$ cat src/rtl/id_ex_stage.sv
// ID/EX pipeline register with WB bypass, load-use bubble insertion and flush; 1-cycle latency.
// Valid/ready handshake: in_ready drops on downstream stall, load-use hazard or flush.
module id_ex_stage (
    input  logic        clk,
    input  logic        reset,
    input  logic        in_valid,
    output logic        in_ready,
    input  logic [4:0]  in_ra,
    input  logic [4:0]  in_rb,
    input  logic [4:0]  in_rw,
    input  logic [31:0] in_busA,
    input  logic [31:0] in_busB,
    input  logic [31:0] in_imm,
    input  logic [7:0]  in_ctrl,
    input  logic        wb_regwrite,
    input  logic [4:0]  wb_rw,
    input  logic [31:0] wb_busW,
    input  logic        flush,
    output logic        out_valid,
    input  logic        out_ready,
    output logic [31:0] out_busA,
    output logic [31:0] out_busB,
    output logic [31:0] out_imm,
    output logic [4:0]  out_rw,
    output logic [7:0]  out_ctrl,
    output logic        hazard_stall,
    output logic [15:0] bubble_count
);
    typedef enum logic {EMPTY, FULL} state_t;
    state_t state;

    logic capture;
    logic held_load;

    assign out_valid = (state == FULL);
    // Held instruction is a load (MemRead) that also writes a register.
    assign held_load    = out_valid && out_ctrl[1] && out_ctrl[0];
    assign hazard_stall = held_load && in_valid && ((out_rw == in_ra) || (out_rw == in_rb));
    assign in_ready     = (!out_valid || out_ready) && !hazard_stall && !flush;
    assign capture      = in_valid && in_ready;

    always_ff @(posedge clk or negedge reset) begin
        if (!reset) begin
            state        <= EMPTY;
            out_busA     <= 32'd0;
            out_busB     <= 32'd0;
            out_imm      <= 32'd0;
            out_rw       <= 5'd0;
            out_ctrl     <= 8'd0;
            bubble_count <= 16'd0;
        end else if (flush) begin
            state    <= EMPTY;
            out_ctrl <= 8'd0;
        end else if (capture) begin
            state    <= FULL;
            // Register file writes this cycle are not yet visible on the read buses.
            out_busA <= (wb_regwrite && (wb_rw == in_ra)) ? wb_busW : in_busA;
            out_busB <= (wb_regwrite && (wb_rw == in_rb)) ? wb_busW : in_busB;
            out_imm  <= in_imm;
            out_rw   <= in_rw;
            out_ctrl <= in_ctrl;
        end else if (out_valid && out_ready) begin
            state    <= EMPTY;
            out_ctrl <= 8'd0;
            if (hazard_stall && (bubble_count != 16'hFFFF))
                bubble_count <= bubble_count + 16'd1;
        end
    end
endmodule

$ cat config.mk
export PLATFORM = sky130hd
export DESIGN_NAME = id_ex_stage
export DESIGN_NICKNAME = d
export VERILOG_FILES = /design/src/rtl/id_ex_stage.sv
export SDC_FILE = /design/constraint.sdc
export NUM_CORES = 1
export LEC_CHECK = 0
export BUFFER_PORTS_ARGS = -buffer_cell sky130_fd_sc_hd__buf_4
export CORE_MARGIN = 2
export CORE_UTILIZATION = 46
export DETAILED_ROUTE_END_ITERATION = 16
export PLACE_DENSITY = 0.89
export SYNTH_ARGS = -nofsm -noshare
export SYNTH_HDL_FRONTEND = slang
export SYNTH_SLANG_ARGS = --single-unit
$ cat constraint.sdc
create_clock -name clk -period 2.7 [get_ports clk]
set_input_delay 0.405 -clock clk [delete_from_list [all_inputs] [get_ports clk]]
set_output_delay 0.405 -clock clk [all_outputs]
set_load 0.01 [all_outputs]
### After elaboration in Yosys (flattened, before gate mapping)

Index checks and enable logic that the tools add are counted.

| cells by class | value |
|---|---|
| $add $sub $neg | 1 |
| multiply operators | 0 |
| divide/modulo/power cells | 0 |
| $lt $le $gt $ge | 0 |
| eq/ne operators | 5 |
| shift operators | 0 |
| muxes and demuxes | 8 |
| bitwise operators | 2 |
| reductions and logical operators | 19 |

Operator list:

| operator | number |
|---|---|
| 32-bit 2-to-1 mux | 2 |
| 8-bit 2-to-1 mux | 3 |
| 5-bit equality test | 4 |
| 16-bit by 1-bit adder with 16-bit output (second input constant) | 1 |
| 16-bit inequality test (second input constant) | 1 |
| 1-bit logical AND | 11 |
| 4-bit AND reduction | 1 |
| 1-bit zero test | 3 |
| 1-bit 2-to-1 mux | 3 |
| 3-bit nonzero test | 1 |
| 1-bit logical OR | 2 |
| 1-bit inverter | 2 |
| 2-bit AND reduction | 1 |

| word-level totals | value |
|---|---|
| register bits | 126 |
| latch bits | 0 |
| bits in writable memories | 0 |
| bits in read-only memories | 0 |
| input bits | 162 |
| memories kept | 0 |

### Depth between registers and ports, before layout

Gate-level depths: netlist (run 1).

| depth | value |
|---|---|
| depth after elaboration | 10 |
| mapped depth | 9 |
| depth with buffers taken out | 7 |

### Least setup slack after synthesis (run 1)

OpenSTA, ideal clock, no wires.

| timing path | value |
|---|---|
| path type | flip-flop to flip-flop |
| start | register out_rw[2] |
| end | register out_imm[0] |
| library setup time | 0.125 ns |
| arrival | 1.839 ns |
| setup slack | 0.736 ns |
| cell stages (with the launch flop) | 8 |
| buffers on the path | 2 |
| clock period less this slack | 1.964 ns |
| cells stage by stage | dfrtp_1 > xnor2_1 > nand4_1 > or3_1 > buf_2 > nand4_4 > buf_4 > mux2_2 |

| between the ends | value |
|---|---|
| word-level cells in the longest chain between the ends | 8 |
| elaborated cells on any way between the ends | 9 |
| classes of those cells | 2 x eq/ne; 7 x reduce/logical |

Ends and longest elaborated chain:

| item | line | text |
|---|---|---|
| from (decl) | 24 | `output logic [4:0] out_rw,` |
| from (signal assigned) | 60 | `out_rw <= in_rw;` |
| 5-bit equality test | 38 | `assign hazard_stall = held_load && in_valid && ((out_rw == in_ra) \|\| (out_rw == in_rb));` |
| 1-bit logical OR (*) | 38 |  |
| 1-bit logical AND (*) | 38 |  |
| 1-bit zero test (*) | 39 | `assign in_ready = (!out_valid \|\| out_ready) && !hazard_stall && !flush;` |
| 1-bit logical AND (*) (2 in series) | 39 |  |
| 1-bit logical AND (*) | 40 | `assign capture = in_valid && in_ready;` |
| 2-bit AND reduction (no source line) (*) | -- |  |
| to (signal assigned) | 59 | `out_imm <= in_imm;` |
| to (decl) | 23 | `output logic [31:0] out_imm,` |

Mark *: on every way between the ends. The rest lies on a longest branch, timed or not.
A chain may end at the register's enable or synchronous reset.

### Worst setup path after layout (run 1)

| timing path | value |
|---|---|
| start | register out_rw[1] |
| end | output hazard_stall |

| between the ends | value |
|---|---|
| word-level cells in the longest chain between the ends | 3 |
| elaborated cells on any way between the ends | 4 |
| classes of those cells | 2 x eq/ne; 2 x reduce/logical |

Ends and longest elaborated chain:

| item | line | text |
|---|---|---|
| 5-bit equality test | 38 |  |
| 1-bit logical OR (*) | 38 |  |
| 1-bit logical AND (*) | 38 |  |
| to (decl) | 26 | `output logic hazard_stall,` |

Marks and branches as above.

==> metrics.txt, run 1 <==
run status complete, no violations; number of cells produced by synthesis 505; combinational share of power 0.201; depth of the worst register-to-register path 6; Layout Nets 955; Cell Area, Placed between 8000 and 9000 µm²; initial detailed-routing violation count around 260; register share of total power 0.392; worst voltage drop across the vdd grid approximately 450 µV; number of flops mapped to enable cells by yosys 0; residual overflow from global routing 0; count of vias placed by the detailed router 4927; clock buffers created by TritonCTS 17; sequential area share after synthesis 0.548; delay of the slowest cell on the worst path 0.53 ns; RSZ-0062 raised after global routing no; launch instance of the worst register-to-register path out_rw[1]; standby leakage power 4.16 nW; GRT Resource Usage Total 0.245; smallest setup slack after layout 0.201 ns; terminus of the critical flop-to-flop path out_imm[7]; DP HPWL 12.2 mm; vias in the first global route about 5000; maximum buffer depth of the clock tree 2; Top-Level Pins a little under 300; Setup Fix Bufs, Post-CTS 0; worst setup slack for register-to-register paths 0.40 ns; Hold Path Sink out_valid; clock tree root driver cell sky130_fd_sc_hd__clkbuf_16; Startpoint Class register; Yosys warning total 0; critical-path cell list xnor2_1 -> nand4_1 -> or3_1 -> nand2_2 -> buf_4; number of core rows 40; number of iterations in the first detailed-routing pass 4; initial antenna violation count 0; clock insertion delay at the later pin of the skew report 0.41 ns; worst hold path startpoint flush; Tcrit/Tclk final 0.926; area leader, netlist sky130_fd_sc_hd__dfrtp_1; end-of-flow core utilization 0.720; Slowest-stage cell, CP sky130_fd_sc_hd__or3_1; Clock Sink Count 126; placed cell count 940; Pins Over Slew Limit 0; critical-path maximum fanout 11; Synth async-reset ratio 1.00; Syn Std Cell Area 5750 µm²; clk_skew 0.00378 ns; highest clock frequency the design can meet 400 MHz; relative area change from synthesis to final layout 51.7%; CP top delay family simple AND/OR/NAND/NOR gates; Die H 116 µm; post-route cell area 8720 µm²; Avg Cell Area, Syn 11.4 µm²; worst hold path stage count 2; number of routed nets with antenna violations 0; final hold violation count 0; classification of the worst-slack hold path in2reg; required time of the critical path 2.30 ns; minimum clock period 2.50 ns; initial core utilization 0.475; Core Region 12100 µm²; final-layout fill cell count 819; H-tree levels 4; count of placed standard cells in the final layout, fillers left out between 900 and 1000; overall power of the completed layout 5.85 mW; max-cap check violation count 0; synthesized net count 668; Synth Flop Type sky130_fd_sc_hd__dfrtp_1; summed negative setup slack over all endpoints 0 ns; Worst Path Class, Setup reg2out; DIE AREA 13400 µm²; switching power as a share of total power 0.247; clock tree from TritonCTS yes; worst hold margin 0.186 ns; die extent in x 116 µm; unique cell type count in the Yosys netlist 34; count of port buffers added during placement 289; main area contributors after synthesis sky130_fd_sc_hd__dfrtp_1 (55%), sky130_fd_sc_hd__mux2i_1 (11%), sky130_fd_sc_hd__mux2_2 (7.4%); mean routed wirelength per cell 16.8 µm; design internal power 4.40 mW; switching pwr 1.45 mW; FF+latch count, synth 126; final setup violation count 0; remaining routing DRC violations 0; via density per instance 5.06; Clk pin slew, worst setup/hold paths around 0.05 ns; PwrDens 671 nW/µm²; dpl ws 0.335 ns; global-route wire length before repair 25.0 mm; transition time at the pin with the least slew margin 0.730 ns; routability congestion estimate 0.889; sort of element at the end of the critical path primary output; share of final-layout standard cells stronger than drive strength 1 0.461; number of instances resized during post-cts repair 0; largest net degree at the start of global routing 81; total detailed-routing wirelength between 15 and 20 mm; area fraction of the dominant cell type after synthesis 0.548; clock network power share 0.407; worst path arrival time ~2.1 ns; normalized max-slew margin 0.513; # diodes 0; number of buffers and inverters on the critical path 1
-- cell families (layout without fill, tap and decap cells) --
group	after synthesis	after routing	synth area share
compound gates	76	76	0.0688
xor+xnor	34	34	0.0518
fa+ha+maj	1	1	0.00218
buf+inv	39	339	0.0344
flops	126	126	0.548
mux	103	103	0.188
simple gates	126	126	0.107
-- timing repair --
item,in CTS,in global routing
setup endpoints to repair,0,0
hold buffers,1,0
hold endpoints to repair,22,0
-- worst register-to-register path: cells and delay by family, from the launching register on --
family | cells | cell delay [ns]
simple gates | 3 | 0.84
buf+inv | 1 | 0.28
mux | 1 | 0.43
flops | 1 | 0.42
xor+xnor | 1 | 0.21
-- layout make-up --
class | count | area, µm² | area share
well taps | 168 | 210 | 0.0241
flip-flops and latches | 126 | 3150 | 0.362
repair buffers | 298 | 2300 | 0.264
clock inverters | 6 | 130 | 0.0149
multi-input cells | 340 | 2400 | 0.275
inverters | 9 | 33.8 | 0.00387
clock buffers | 26 | 489 | 0.0561
-- sequential cells by signal, indices dropped and copies added, names as in the netlist --
signal        flops
out_ctrl          8
out_busB         32
out_rw            5
out_busA         32
out_valid         1
bubble_count     16
out_imm          32
-- power by group through the flow --
stage / sequential, mW / combinational [mW] / clock, mW
after CTS: 2.29 / 1.19 / 2.42
after global routing: 2.32 / 1.28 / 2.51
after global placement: 2.31 / 1.14 / 0
final: 2.30 / 1.18 / 2.38
after detailed placement: 2.32 / 1.18 / 0
after floorplan: 2.42 / 0.324 / 0
-- cells in the final DEF (no fill, tap or decap), types with 2 or more instances in the layout --
cell                        Yosys  layout
sky130_fd_sc_hd__buf_4          6     292
sky130_fd_sc_hd__nor4_1         3       3
sky130_fd_sc_hd__and3_2         0       2
sky130_fd_sc_hd__nand3_1       14      14
sky130_fd_sc_hd__mux2i_1       64      64
sky130_fd_sc_hd__o21ai_0       60      60
sky130_fd_sc_hd__nand2_1       74      74
sky130_fd_sc_hd__dfrtp_1      126     126
sky130_fd_sc_hd__a21oi_1        2       2
sky130_fd_sc_hd__bufinv_16      0       4
sky130_fd_sc_hd__xor2_1        17      17
sky130_fd_sc_hd__clkinv_2       0       2
sky130_fd_sc_hd__and4_1         3       3
sky130_fd_sc_hd__o21ai_1       12      12
sky130_fd_sc_hd__clkbuf_1       6       6
sky130_fd_sc_hd__mux2_2        38      38
sky130_fd_sc_hd__inv_1          9       9
sky130_fd_sc_hd__or3_1          2       2
sky130_fd_sc_hd__and3_1         4       2
sky130_fd_sc_hd__nor3b_2        2       2
sky130_fd_sc_hd__xnor2_1       17      17
sky130_fd_sc_hd__nor2_1         8       8
sky130_fd_sc_hd__buf_12         0       5
sky130_fd_sc_hd__nand4_1        8       8
sky130_fd_sc_hd__clkbuf_8       0       3
sky130_fd_sc_hd__clkbuf_16      0      17
-- routing by layer --
metal,vias to the layer above,part of all wire,global-route usage
li1,2316,-,-
met1,2326,0.37,0.270
met2,236,0.51,0.423
met3,49,0.084,0.0811
met4,0,0.035,0.126
met5,-,0,0
-- worst max-delay path by stage --
stage	from	endpoint	slack, ns	cells after the start
after floorplan	out_rw[2]	out_imm[0]	0.74	7
after global placement	in_ra[2]	out_imm[6]	0.43	7
after detailed placement	in_ra[1]	out_imm[11]	0.34	7
after CTS	out_rw[1]	hazard_stall	0.19	5
after global routing	out_rw[3]	hazard_stall	0.12	5
final	out_rw[1]	hazard_stall	0.20	5
-- synth_stat cells (2+ instances only) --
cell and count:
sky130_fd_sc_hd__and3_1 4, sky130_fd_sc_hd__nand4_1 8, sky130_fd_sc_hd__xnor2_1 17, sky130_fd_sc_hd__nand3_1 14, sky130_fd_sc_hd__o21ai_1 12, sky130_fd_sc_hd__or3_1 2
sky130_fd_sc_hd__dfrtp_1 126, sky130_fd_sc_hd__nand2_1 74, sky130_fd_sc_hd__inv_1 9, sky130_fd_sc_hd__mux2_2 38, sky130_fd_sc_hd__xor2_1 17, sky130_fd_sc_hd__buf_4 6
sky130_fd_sc_hd__clkbuf_1 6, sky130_fd_sc_hd__nor2_1 8, sky130_fd_sc_hd__nor4_1 3, sky130_fd_sc_hd__nor3b_2 2, sky130_fd_sc_hd__a21oi_1 2, sky130_fd_sc_hd__buf_2 17
sky130_fd_sc_hd__o21ai_0 60, sky130_fd_sc_hd__mux2i_1 64, sky130_fd_sc_hd__and4_1 3
(Power assumes the default switching activity.)
==> run 2, diff against run 1 <==
ABC_CLOCK_PERIOD_IN_PS = 2650   (was unset)
clock period = 2.65 ns   (was 2.7 ns; I/O delays follow)
==> run 2 against run 1 <==
  * First-iteration DRC count decreased by 23%
  * Cell area decreased by 0.46%
  * Clock power decreased by 4%
  * Clock skew increased by 0.0041 ns
  * Critical path type unchanged
  * Worst setup slack got worse by 0.10 ns
  * Flip-flop and latch count unchanged
  * Via count increased by 0.89%
  * Routed wire length decreased by 1.0%
  * Non-clock buffer count decreased by 2
  * Die area unchanged
  * Register-to-register slack got worse by 0.18 ns
  * Power decreased by 0.64%
  * Critical endpoint is now in_ready
==> metrics.txt, run 2 (synthesized netlist as in run 1, its figures left out) <==
run status complete, no violations; Clock Sink Count 126; end-of-flow core utilization 0.717; standby leakage power 4.15 nW; Layout Nets around 950; via density per instance 5.13; sort of element at the end of the critical path primary output; critical-path cell list xnor2_1 -> nand4_1 -> or3_1 -> and3_1 -> buf_4; summed negative setup slack over all endpoints 0 ns; RSZ-0062 raised after global routing no; number of routed nets with antenna violations 0; most congested layer reported by global routing met2; launch instance of the worst register-to-register path out_rw[1]; initial detailed-routing violation count just under 200; maximum buffer depth of the clock tree 2; remaining routing DRC violations 0; number of buffers and inverters on the critical path 1; area used by multi-input combinational logic 2410 µm²; relative area change from synthesis to final layout 51.0%; initial core utilization 0.475; global-route wire length before repair 24.7 mm; PwrDens 670 nW/µm²; critical-path maximum fanout 5; share of final-layout standard cells stronger than drive strength 1 0.463; max-cap check violation count 0; Slowest-stage cell, CP sky130_fd_sc_hd__or3_1; final setup violation count 0; GRT Resource Usage Total 0.243; vias in the first global route 5102; commonest non-fill, non-tap cell in the layout sky130_fd_sc_hd__buf_4; number of core rows 40; Top-Level Pins 290; total detailed-routing wirelength 16.2 mm; normalized max-slew margin 0.526; most frequent cells in the layout sky130_fd_sc_hd__buf_4 (290), sky130_fd_sc_hd__dfrtp_1 (126), sky130_fd_sc_hd__nand2_1 (74), sky130_fd_sc_hd__mux2i_1 (64), sky130_fd_sc_hd__o21ai_0 (60); clock buffers created by TritonCTS 17; count of vias placed by the detailed router 4971; final-layout fill cell count 868; depth of the worst register-to-register path 8; global routing met2 resource utilization 0.436; count of port buffers added during placement 289; initial antenna violation count 0; Setup Fix Bufs, Post-CTS 0; worst path arrival time 2.15 ns; highest clock frequency the design can meet 392 MHz; DIE AREA 13400 µm²; grt met3 use 0.0785; residual overflow from global routing 0; Pins Over Slew Limit 0; clock tree root driver cell sky130_fd_sc_hd__clkbuf_16; DP HPWL 12.2 mm; CP top delay family simple AND/OR/NAND/NOR gates; crit path launch out_rw[1]; clk_skew just under 0.008 ns; clock tree from TritonCTS yes; transition time at the pin with the least slew margin 0.712 ns; largest net degree at the start of global routing 81; Clk pin slew, worst setup/hold paths 0.05 ns; Worst Path Class, Setup reg2out; required time of the critical path 2.25 ns; Die H 116 µm; routability congestion estimate 0.899; worst voltage drop across the vdd grid between 500 and 600 µV; minimum clock period roughly 2.5 ns; Startpoint Class register; terminus of the critical flop-to-flop path out_ctrl[6]; die extent in x 116 µm; Core Region 12100 µm²; largest registers out_busA x32, out_busB x32, out_imm x32; H-tree levels 4; worst setup slack for register-to-register paths approximately 0.22 ns; delay of the slowest cell on the worst path 0.55 ns; storage element area 3150 µm²; met1 layer usage reported by global route 0.262; Tcrit/Tclk final 0.962; clock insertion delay at the later pin of the skew report 0.41 ns; # diodes 0; mean routed wirelength per cell 16.7 µm; overall power of the completed layout 5.81 mW; final hold violation count 0; classification of the worst-slack hold path in2async; number of iterations in the first detailed-routing pass 5
## run 2: per-stage QoR
stage | cell area (µm²) | setup slack, ns | hold slack [ns] | instances
6_report | 8680 | 0.101 | 0.0183 | 969
2_1_floorplan | 5750 | 0.686 | 0.102 | 505
5_1_grt | 8680 | 0.0201 | 0.0723 | 969
3_5_place_dp | 8100 | 0.290 | 0.472 | 939
4_1_cts | 8680 | 0.0923 | 0.0393 | 969
3_3_place_gp | 8100 | 0.401 | 0.461 | 939
## run 2: area by class of cell
class / instances / share of cell area
Multi-Input combinational cell: 340 / 0.277
Inverter: 9 / 0.00389
Clock buffer: 22 / 0.0535
Tap cell: 168 / 0.0242
Clock inverter: 8 / 0.0133
Timing Repair Buffer: 296 / 0.265
Sequential cell: 126 / 0.363
## run 2: power by group
part	leakage [nW]	switching [mW]	internal, mW
sequential	1.57	0.164	2.18
clock	0.289	0.771	1.51
combinational	2.29	0.529	0.660
## run 2: what timing repair did
action,CTS,global route
gates resized for setup,0,1
hold buffers,0,0
endpoints found under the setup margin,0,1
## run 2: layer usage
| metal | vias up | part of all wire |
|---|---|---|
| met5 | - | 0 |
| met4 | 0 | 0.028 |
| met3 | 42 | 0.081 |
| met2 | 226 | 0.53 |
| met1 | 2381 | 0.36 |
| li1 | 2322 | - |
## run 2: how the worst max path moves through the flow
stage,end,cells after the start
floorplan,out_imm[0],7
global placement,out_ctrl[6],9
detailed placement,out_ctrl[6],9
CTS,hazard_stall,5
global route,in_ready,5
finish,in_ready,5
## run 2: worst register-to-register path, stage by stage, from the launching register on
cell and delay (ns):
sky130_fd_sc_hd__dfrtp_1 0.44, sky130_fd_sc_hd__xnor2_1 0.26, sky130_fd_sc_hd__nand4_1 0.14, sky130_fd_sc_hd__or3_1 0.55
sky130_fd_sc_hd__nand4_4 0.19, sky130_fd_sc_hd__buf_12 0.26, sky130_fd_sc_hd__buf_12 0.28, sky130_fd_sc_hd__nand3_1 0.12
sky130_fd_sc_hd__o21ai_1 0.11
==> run 3, diff against run 2 <==
ABC_CLOCK_PERIOD_IN_PS = 2800   (was 2650)
GPL_TIMING_DRIVEN = 0   (was unset)
clock period = 2.8 ns   (was 2.65 ns; I/O delays follow)
==> run 3 against run 2 <==
  * Critical path type unchanged
  * The flow now finishes with violations (hold timing)
  * Non-clock buffer count up 24
  * Global-route usage up 1.4 points
  * Register-to-register slack better by 0.37 ns
  * Largest power group unchanged
  * Highest routed layer unchanged
==> metrics.txt, run 3 (synthesized netlist as in run 1, its figures left out) <==
count of placed standard cells in the final layout, fillers left out 994; Setup Fix Bufs, Post-CTS 0; worst voltage drop across the vdd grid 473 µV; worst path arrival time 2.01 ns; critical-path maximum fanout 10; max-cap check violation count 0; Clk pin slew, worst setup/hold paths approximately 0.05 ns; minimum clock period between 2 and 2.5 ns; count of port buffers added during placement 289; required time of the critical path 2.38 ns; Core Region roughly 12000 µm²; number of instances resized during post-cts repair 0; initial core utilization 0.475; via density per instance 5.13; initial antenna violation count 0; most frequent cells in the layout sky130_fd_sc_hd__buf_4 (294), sky130_fd_sc_hd__dfrtp_1 (126), sky130_fd_sc_hd__nand2_1 (74), sky130_fd_sc_hd__mux2i_1 (64), sky130_fd_sc_hd__o21ai_0 (60); worst hold margin -0.00828 ns; violated checks hold timing; standby leakage power 4.21 nW; post-route cell area ~8700 µm²; run status finished, violations left; Clock Sink Count 126; total detailed-routing wirelength 17.2 mm; classification of the worst-slack hold path in2async; clock buffers created by TritonCTS 17; initial detailed-routing violation count roughly 260; transition time at the pin with the least slew margin approximately 0.73 ns; largest registers out_busA x32, out_busB x32, out_imm x32; # diodes 0; share of final-layout standard cells stronger than drive strength 1 0.470; sort of element at the end of the critical path primary output; summed negative setup slack over all endpoints 0 ns; routability congestion estimate between 0.8 and 0.9; delay of the slowest cell on the worst path 0.43 ns; final-layout fill cell count 890; remaining routing DRC violations 0; die extent in x 116 µm; global-route wire length before repair 26.1 mm; worst setup slack for register-to-register paths 0.59 ns; highest clock frequency the design can meet between 400 and 500 MHz; relative area change from synthesis to final layout 52.0%; number of core rows 40; number of buffers inserted for hold repair after clock tree synthesis 0; DIE AREA ~13000 µm²; Tcrit/Tclk final 0.869; H-tree levels 4; commonest non-fill, non-tap cell in the layout sky130_fd_sc_hd__buf_4; critical-path cell list xnor2_1 -> nand4_1 -> or3_1 -> buf_2 -> nand2_2 -> buf_6 -> buf_4; clock tree from TritonCTS yes; count of vias placed by the detailed router slightly above 5000; largest net degree at the start of global routing 67; overall power of the completed layout 5.49 mW; GRT Resource Usage Total 0.256; RSZ-0062 raised after global routing no; final setup violation count 0; residual overflow from global routing 0; final hold violation count 12; Worst Path Class, Setup reg2out; Top-Level Pins 290; DP HPWL 13.0 mm; Slowest-stage cell, CP sky130_fd_sc_hd__dfrtp_1; Startpoint Class register; vias in the first global route about 5200; Cell Area, Placed slightly above 8000 µm²; number of iterations in the first detailed-routing pass 4; clock tree root driver cell sky130_fd_sc_hd__clkbuf_16; normalized max-slew margin 0.517; Layout Nets 977; clk_skew 0.00791 ns; maximum buffer depth of the clock tree 2; Pins Over Slew Limit 0; clock insertion delay at the later pin of the skew report 0.41 ns; number of routed nets with antenna violations 0; mean routed wirelength per cell 17.3 µm; PwrDens 628 nW/µm²; Die H 116 µm; CP top delay family simple AND/OR/NAND/NOR gates; placed cell count 963; number of buffers and inverters on the critical path 3
==> run 3: changes by cell type in the layout (fill, tap and decap cells not counted), sizes merged <==
cell and delta:
bufinv -1, buf +18, clkbuf +8
==> run 3: cell type report <==
cell class / count / area, µm² / area share
sequential: 126 / 3150 / 0.361
clock buffer: 24 / 492 / 0.0563
timing repair buffer: 290 / 2200 / 0.252
inverter: 9 / 33.8 / 0.00387
buffer: 30 / 164 / 0.0188
tap: 168 / 210 / 0.0241
clock inverter: 7 / 85.1 / 0.00974
multi-input combinational: 340 / 2400 / 0.275
==> run 3: final timing paths <==
path,from,endpoint,cells after the start
max in group asynchronous,reset,out_busB[22],2
setup reg to reg,out_rw[3],out_busA[3],7
hold / removal,reset,bubble_count[6],1
min in group clk,flush,out_valid,2
setup / recovery,out_rw[3],hazard_stall,7
hold reg to reg,out_busB[29],out_busB[29],2
==> run 3: metrics by stage <==
step                 util  setup slack, ns
global placement    0.671            0.494
global route        0.721            0.249
floorplan               -            0.836
detailed placement  0.674            0.478
finish              0.721            0.368
CTS                 0.721            0.355
==> run 3: per-layer routing <==
metal	vias to the layer above	GRT usage	wire, µm
met4	0	0.0921	270
li1	2368	-	-
met3	28	0.0873	1380
met5	-	0	0
met2	213	0.448	8970
met1	2492	0.294	6550
==> run 3: worst register-to-register path, cell delays in order (launching register included) <==
cell and delay [ns]:
sky130_fd_sc_hd__dfrtp_1 0.43, sky130_fd_sc_hd__xnor2_1 0.18, sky130_fd_sc_hd__nand4_1 0.10, sky130_fd_sc_hd__or3_1 0.36, sky130_fd_sc_hd__buf_2 0.18, sky130_fd_sc_hd__nand4_4 0.20, sky130_fd_sc_hd__clkbuf_1 0.42, sky130_fd_sc_hd__o21ai_0 0.19
==> run 3: report_power, final <==
| part | switching [mW] | total [mW] | internal (mW) |
|---|---|---|---|
| registers | 0.146 | 2.21 | 2.06 |
| clock network | 0.749 | 2.14 | 1.39 |
| logic | 0.509 | 1.14 | 0.628 |
